### config.mk
export PLATFORM = sky130hd
export DESIGN_NAME = alu_pipe
export DESIGN_NICKNAME = d
export VERILOG_FILES = /design/src/rtl/alu_pkg.sv /design/src/rtl/alu_mul_iter.sv /design/src/rtl/alu_pipe.sv
export SDC_FILE = /design/constraint.sdc
export NUM_CORES = 1
export LEC_CHECK = 0
export ABC_AREA = 1
export BUFFER_PORTS_ARGS = -buffer_cell sky130_fd_sc_hd__buf_4
export CAP_MARGIN = 5
export CORE_MARGIN = 4
export CORE_UTILIZATION = 50
export CTS_CLUSTER_DIAMETER = 40
export DETAILED_ROUTE_END_ITERATION = 8
export HOLD_SLACK_MARGIN = 0.12
export MAX_ROUTING_LAYER = met4
export PLACE_DENSITY = 0.72
export SETUP_SLACK_MARGIN = 0.02
export SYNTH_ARGS = -nofsm -noshare
export SYNTH_HDL_FRONTEND = slang
export SYNTH_SLANG_ARGS = --single-unit
### constraint.sdc
create_clock -name clk -period 3.1 [get_ports clk]
set_input_delay 0.155 -clock clk [delete_from_list [all_inputs] [get_ports clk]]
set_output_delay 0.155 -clock clk [all_outputs]
set_load 0.005 [all_outputs]
### src/rtl/alu_pkg.sv
// Shared definitions for the pipelined ALU: opcodes, multiplier FSM states
// and the flag bundle carried from the issue stage to the output register.
package alu_pkg;

    localparam logic [3:0] ALU_AND = 4'b0000;
    localparam logic [3:0] ALU_OR  = 4'b0001;
    localparam logic [3:0] ALU_ADD = 4'b0010;
    localparam logic [3:0] ALU_XOR = 4'b0011;
    localparam logic [3:0] ALU_SLL = 4'b0100;
    localparam logic [3:0] ALU_SRL = 4'b0101;
    localparam logic [3:0] ALU_SUB = 4'b0110;
    localparam logic [3:0] ALU_SLT = 4'b0111;
    localparam logic [3:0] ALU_SRA = 4'b1000;
    localparam logic [3:0] ALU_MUL = 4'b1001;
    localparam logic [3:0] ALU_NOR = 4'b1100;

    localparam logic [1:0] MS_IDLE = 2'd0;
    localparam logic [1:0] MS_MUL  = 2'd1;
    localparam logic [1:0] MS_DONE = 2'd2;

    typedef struct packed {
        logic zero;
        logic negative;
        logic carry;
        logic overflow;
        logic illegal;
    } alu_flags_t;

endpackage

### src/rtl/alu_mul_iter.sv
// Iterative shift-add unsigned multiplier, one multiplier bit per cycle.
// Ports: clk, rst_n (sync, active-low), start (latch a/b and begin),
// ack (result consumed), a/b operands, busy (not idle), done, prod (2*WIDTH).
module alu_mul_iter
    import alu_pkg::*;
#(
    parameter int WIDTH = 32
) (
    input  logic               clk,
    input  logic               rst_n,
    input  logic               start,
    input  logic               ack,
    input  logic [WIDTH-1:0]   a,
    input  logic [WIDTH-1:0]   b,
    output logic               busy,
    output logic               done,
    output logic [2*WIDTH-1:0] prod
);

    localparam int CW = $clog2(WIDTH);

    logic [1:0]         state;
    logic [CW-1:0]      count;
    logic [2*WIDTH-1:0] acc;
    logic [2*WIDTH-1:0] mcand;
    logic [WIDTH-1:0]   mplier;

    always_ff @(posedge clk) begin
        if (!rst_n) begin
            state  <= MS_IDLE;
            count  <= '0;
            acc    <= '0;
            mcand  <= '0;
            mplier <= '0;
        end else if (start) begin
            // start only arrives when the previous product has been taken
            state  <= MS_MUL;
            count  <= '0;
            acc    <= '0;
            mcand  <= {{WIDTH{1'b0}}, a};
            mplier <= b;
        end else begin
            case (state)
                MS_MUL: begin
                    if (mplier[0]) acc <= acc + mcand;
                    mcand  <= mcand << 1;
                    mplier <= mplier >> 1;
                    count  <= count + 1'b1;
                    if (count == CW'(WIDTH - 1)) state <= MS_DONE;
                end
                MS_DONE: begin
                    if (ack) state <= MS_IDLE;
                end
                default: state <= MS_IDLE;
            endcase
        end
    end

    assign busy = (state != MS_IDLE);
    assign done = (state == MS_DONE);
    assign prod = acc;

endmodule

### src/rtl/alu_pipe.sv
// Two-register pipelined ALU with valid/ready on both sides and NZCV flags.
// Ports: clk, rst_n, in_valid/in_ready, alu_op, data1, data2reg, data2ext, mux,
// out_valid/out_ready, result, zero, negative, carry, overflow, illegal, busy.
module alu_pipe
    import alu_pkg::*;
#(
    parameter int WIDTH  = 32,
    parameter bit MUL_EN = 1'b1
) (
    input  logic             clk,
    input  logic             rst_n,
    input  logic             in_valid,
    output logic             in_ready,
    input  logic [3:0]       alu_op,
    input  logic [WIDTH-1:0] data1,
    input  logic [WIDTH-1:0] data2reg,
    input  logic [WIDTH-1:0] data2ext,
    input  logic             mux,
    output logic             out_valid,
    input  logic             out_ready,
    output logic [WIDTH-1:0] result,
    output logic             zero,
    output logic             negative,
    output logic             carry,
    output logic             overflow,
    output logic             illegal,
    output logic             busy
);

    localparam int SW = $clog2(WIDTH);

    logic               s1_valid;
    logic [3:0]         s1_op;
    logic [WIDTH-1:0]   s1_a;
    logic [WIDTH-1:0]   s1_b;
    logic               s1_is_mul;
    logic               s1_done;
    logic               s1_advance;
    logic               accept;
    logic               mul_done;
    logic               mul_busy;
    logic [2*WIDTH-1:0] prod;
    logic [WIDTH-1:0]   res;
    logic [WIDTH:0]     sum;
    logic [WIDTH:0]     diff;
    logic [SW-1:0]      sh;
    alu_flags_t         flg;
    alu_flags_t         s2_flags;

    assign s1_is_mul  = MUL_EN && (s1_op == ALU_MUL);
    assign s1_done    = !s1_is_mul || mul_done;
    assign s1_advance = s1_valid && s1_done && (!out_valid || out_ready);
    assign in_ready   = rst_n && (!s1_valid || s1_advance);
    assign accept     = in_valid && in_ready;

    always_ff @(posedge clk) begin
        if (!rst_n) begin
            s1_valid <= 1'b0;
            s1_op    <= '0;
            s1_a     <= '0;
            s1_b     <= '0;
        end else if (accept) begin
            s1_valid <= 1'b1;
            s1_op    <= alu_op;
            s1_a     <= data1;
            s1_b     <= mux ? data2ext : data2reg;
        end else if (s1_advance) begin
            s1_valid <= 1'b0;
        end
    end

    // Carry on SUB is the no-borrow bit of A + ~B + 1.
    always_comb begin
        sh   = s1_b[SW-1:0];
        sum  = {1'b0, s1_a} + {1'b0, s1_b};
        diff = {1'b0, s1_a} + {1'b0, ~s1_b} + (WIDTH + 1)'(1);
        res  = '0;
        flg  = '0;
        case (s1_op)
            ALU_AND: res = s1_a & s1_b;
            ALU_OR:  res = s1_a | s1_b;
            ALU_XOR: res = s1_a ^ s1_b;
            ALU_NOR: res = ~(s1_a | s1_b);
            ALU_SLL: res = s1_a << sh;
            ALU_SRL: res = s1_a >> sh;
            ALU_SRA: res = $signed(s1_a) >>> sh;
            ALU_SLT: res = {{(WIDTH-1){1'b0}}, ($signed(s1_a) < $signed(s1_b))};
            ALU_ADD: begin
                res          = sum[WIDTH-1:0];
                flg.carry    = sum[WIDTH];
                flg.overflow = (s1_a[WIDTH-1] == s1_b[WIDTH-1]) &&
                               (res[WIDTH-1] != s1_a[WIDTH-1]);
            end
            ALU_SUB: begin
                res          = diff[WIDTH-1:0];
                flg.carry    = diff[WIDTH];
                flg.overflow = (s1_a[WIDTH-1] != s1_b[WIDTH-1]) &&
                               (res[WIDTH-1] != s1_a[WIDTH-1]);
            end
            ALU_MUL: begin
                if (MUL_EN) begin
                    res       = prod[WIDTH-1:0];
                    flg.carry = |prod[2*WIDTH-1:WIDTH];
                end else begin
                    flg.illegal = 1'b1;
                end
            end
            default: flg.illegal = 1'b1;
        endcase
        flg.zero     = (res == '0);
        flg.negative = res[WIDTH-1];
    end

    always_ff @(posedge clk) begin
        if (!rst_n) begin
            out_valid <= 1'b0;
            result    <= '0;
            s2_flags  <= '0;
        end else if (s1_advance) begin
            out_valid <= 1'b1;
            result    <= res;
            s2_flags  <= flg;
        end else if (out_ready) begin
            out_valid <= 1'b0;
        end
    end

    assign zero     = s2_flags.zero;
    assign negative = s2_flags.negative;
    assign carry    = s2_flags.carry;
    assign overflow = s2_flags.overflow;
    assign illegal  = s2_flags.illegal;

    generate
        if (MUL_EN) begin : g_mul
            alu_mul_iter #(.WIDTH(WIDTH)) u_mul (
                .clk   (clk),
                .rst_n (rst_n),
                .start (accept && (alu_op == ALU_MUL)),
                .ack   (s1_advance),
                .a     (data1),
                .b     (mux ? data2ext : data2reg),
                .busy  (mul_busy),
                .done  (mul_done),
                .prod  (prod)
            );
        end else begin : g_nomul
            assign mul_busy = 1'b0;
            assign mul_done = 1'b0;
            assign prod     = '0;
        end
    endgenerate

    assign busy = mul_busy;

endmodule

==> impl_metrics.csv <==
group,metric,value,unit
outcome,outcome,"finished, violations left",
outcome,violations,"negative setup slack",
power_and_ir_drop,power.total,12.9,mW
cts,insertion_delay,0.60,ns
floorplanning,row_count,81,
setup_path,cp-end-kind,"register",
logic_synthesis,syn_avg_cell_area,5.97,um2
sta,fin_crit_sh,1.02,
flow_run,cap_violations,0,
cts,cts_root_buf,"clkbuf_16",
grt,grt_first_pass_wirelength,176000,um
logic_synthesis,synthSimpleGateAreaFrac,0.367,
floorplanning,die_y,230,um
sta,max_freq,0.316,GHz
detailed_routing,dr.pass1.iters,7,
power_and_ir_drop,pwr-share-seq,0.288,
setup_path,critical_path_class,"register to register",
floorplanning,io_pins,145,
logic_synthesis,syn_nets,4416,
logic_synthesis,synth_fa_ha_area_frac,0.0886,
sta,hold_viol,0,
power_and_ir_drop,power_switching,4.65,mW
grt,antenna_found_initial,4,
placed_design,place_congestion,1.12,
cts,cts.sinks,273,
sta,slew_headroom,0.329,
placed_design,place_area,28200,um2
logic_synthesis,yosys-top-cells-area,"dfxtp_1 22%, nand2_1 16%, nand3_1 11%, ha_1 8.6%, inv_1 6.8%",
logic_synthesis,yosysSeqAreaShare,0.221,
sta,rsz0062_at_grt,"yes",
logic_synthesis,synth_top_area_cell,"dfxtp_1",
setup_path,r2r_slack,-0.07,ns
setup_path,cp.arrival,3.66,ns
sta,setup_viol_count_final,1,
layout,drive_above_1_share,0.142,
cts,numCtsBuffers,42,
cts,clk_pin_slew,0.05,ns
logic_synthesis,synthXorXnorAreaFrac,0.0121,
setup_path,critPathRequiredTime,3.60,ns
detailed_routing,routed.top_layer,"met4",
placed_design,dp_hpwl,91600,um
setup_path,crit_fanout,16,
floorplanning,die_x,230,um
detailed_routing,wl_met1,45500,um
power_and_ir_drop,p_leak,14.5,nW
cts,cts_tree,"yes",
logic_synthesis,synth_ff_type,"dfxtp_1",
logic_synthesis,synth_top_family_by_area,"simple AND/OR/NAND/NOR gates",
placed_design,io_buffers,144,
floorplanning,core_area,48800,um2
layout,nets,4818,
sta,clock_skew,0.0274,ns
layout,finish.utilization,0.631,
logic_synthesis,yosys.cell_count.top_type,"nand2_1",
detailed_routing,via_per_inst,5.96,
grt,grt_max_degree,102,
power_and_ir_drop,netSwitchingFraction,0.360,
grt,grt_use_total,0.443,
logic_synthesis,synth_edf_count,0,
detailed_routing,num_vias,31225,
logic_synthesis,synthArstFlopShare,0,
logic_synthesis,synth.top_cell.area_share,0.221,
logic_synthesis,syn_inst,4138,
detailed_routing,route.met2.wl,52000,um
sta,drv_slew,0,
detailed_routing,antenna_left,0,
logic_synthesis,synth_seq_cells,273,
logic_synthesis,synth_cell_type_count,54,
floorplanning,dieArea,53000,um2
detailed_routing,route.detailed.drc,0,
grt,grt_pass1_vias,29522,
power_and_ir_drop,p_int,8.25,mW
layout,synthToLayoutAreaGrowth,24.9,%
logic_synthesis,synth_mux_area_frac,0.0146,
detailed_routing,wire_per_inst,22.6,um
cts,h-tree-depth,2,
layout,stdcell_area,30800,um2
power_and_ir_drop,p_clk_frac,0.391,
placed_design,preCtsSetupSlack,-0.00348,ns
logic_synthesis,ys.warnings.count,0,
grt,grt.overflow.total,0,
setup_path,critPathLaunchType,"register",
sta,fin_setup_tns,-0.0665,ns
detailed_routing,wl_met3,11100,um
detailed_routing,drt-initial-drc-count,3772,
cts,post_cts_buffers,0,
logic_synthesis,yosys-top-cells-count,"1044 x nand2_1, 555 x nand3_1, 448 x inv_1, 379 x nor2_1, 314 x a21oi_1",
logic_synthesis,synth_compound_area_frac,0.189,
cts,clk_path_buf_depth,3,
sta,worst_slew_pin_slew,1.01,ns
power_and_ir_drop,p_per_area,418,nW/um2
sta,finalWorstSetupSlack,-0.0665,ns
power_and_ir_drop,pwr-share-comb,0.321,
detailed_routing,drt_wl_total,119000,um
hold_path,min_path_type,"input port to register",
floorplanning,start_util,0.506,
logic_synthesis,synth_area,24700,um2
power_and_ir_drop,ir_worst_vdd,0.000616,V
sta,fin_crit,3.17,ns
state kept, by name, indices dropped and copies added (netlist names):
register / cells
illegal: 1
carry: 1
s1_a: 32
g_mul.u_mul.mplier: 32
g_mul.u_mul.mcand: 64
s1_valid: 1
g_mul.u_mul.prod: 64
s1_b: 32
out_valid: 1
zero: 1
g_mul.u_mul.count: 5
overflow: 1
g_mul.u_mul.state: 2
s1_op: 4
result: 32
cells in the final DEF, fill, tap and decap left out, drive strengths merged, types with 41 or more instances in the layout:
master	count
buf	450
o21ai	287
ha	170
inv	474
dfxtp	273
o211ai	41
a31oi	79
nand3	555
nor2	386
clkbuf	51
nand4	48
nand2	1053
dlygate4sd3	99
a21oi	315
area by class of cell:
| type | instances | area (um2) |
|---|---|---|
| diodes | 4 | 10.0 |
| clock buffers | 51 | 1140 |
| clock inverters | 26 | 359 |
| fillers | 4673 | 18000 |
| inverters | 470 | 1780 |
| multi-input cells | 3204 | 16700 |
| flip-flops and latches | 273 | 5480 |
| well taps | 664 | 831 |
| repair buffers | 549 | 4510 |
worst max-delay path: stages (launching register included):
cell	delay, ns
dfxtp_1	0.42
nor2_1	0.10
buf_4	0.17
nand2_2	0.13
inv_2	0.21
nand2_1	0.10
o21ai_0	0.33
nor2_1	0.25
nand3_2	0.19
nor2_1	0.17
nand2_1	0.13
nor2_1	0.25
nand3_1	0.12
nor2_1	0.11
nand3_1	0.09
nor2_1	0.13
nand2_1	0.06
a21oi_1	0.12
stage by stage:
step | hold WS [ns] | cells
floorplan | 0.276 | 4138
global placement | 0.383 | 5061
detailed placement | 0.391 | 5061
CTS | 0.122 | 5237
global route | 0.159 | 5241
finish | 0.165 | 5241
worst paths after layout:
check | startpoint | to | depth (start not counted)
setup / recovery | s1_op[0] | zero | 17
hold / removal | data2reg[27] | g_mul.u_mul.mplier[27] | 4
setup reg to reg | s1_op[0] | zero | 17
hold reg to reg | carry | carry | 2
per-layer routing:
metal  vias up  GRT usage
li1      14595          -
met2      1870      0.686
met4         0      0.303
met3       498     0.0763
met5         -          -
met1     14262      0.526
power by group through the flow:
stage | clock network, mW | logic, mW | registers, mW
floorplan | 0 | 1.97 | 3.78
global placement | 0 | 3.80 | 3.77
detailed placement | 0 | 3.79 | 3.78
CTS | 5.07 | 3.92 | 3.70
global route | 5.24 | 4.41 | 3.72
finish | 5.05 | 4.14 | 3.71
cell families (layout without fill, tap and decap cells):
logic type / Yosys count / in the layout
compound gates: 834 / 834
mux: 32 / 32
simple gates: 2131 / 2131
buf+inv: 661 / 1096
flops: 273 / 273
fa+ha+maj: 173 / 173
other cells: 0 / 4
xor+xnor: 34 / 34
timing repair:
| action | 4_1_cts | 5_1_grt |
|---|---|---|
| endpoints found under the hold margin | 116 | 0 |
| resized for setup | 2 | 55 |
| hold buffers | 99 | 0 |
| setup endpoints to repair | 1 | 23 |
| pin swaps | 0 | 2 |
No activity file was read; power rests on OpenSTA's default activity.
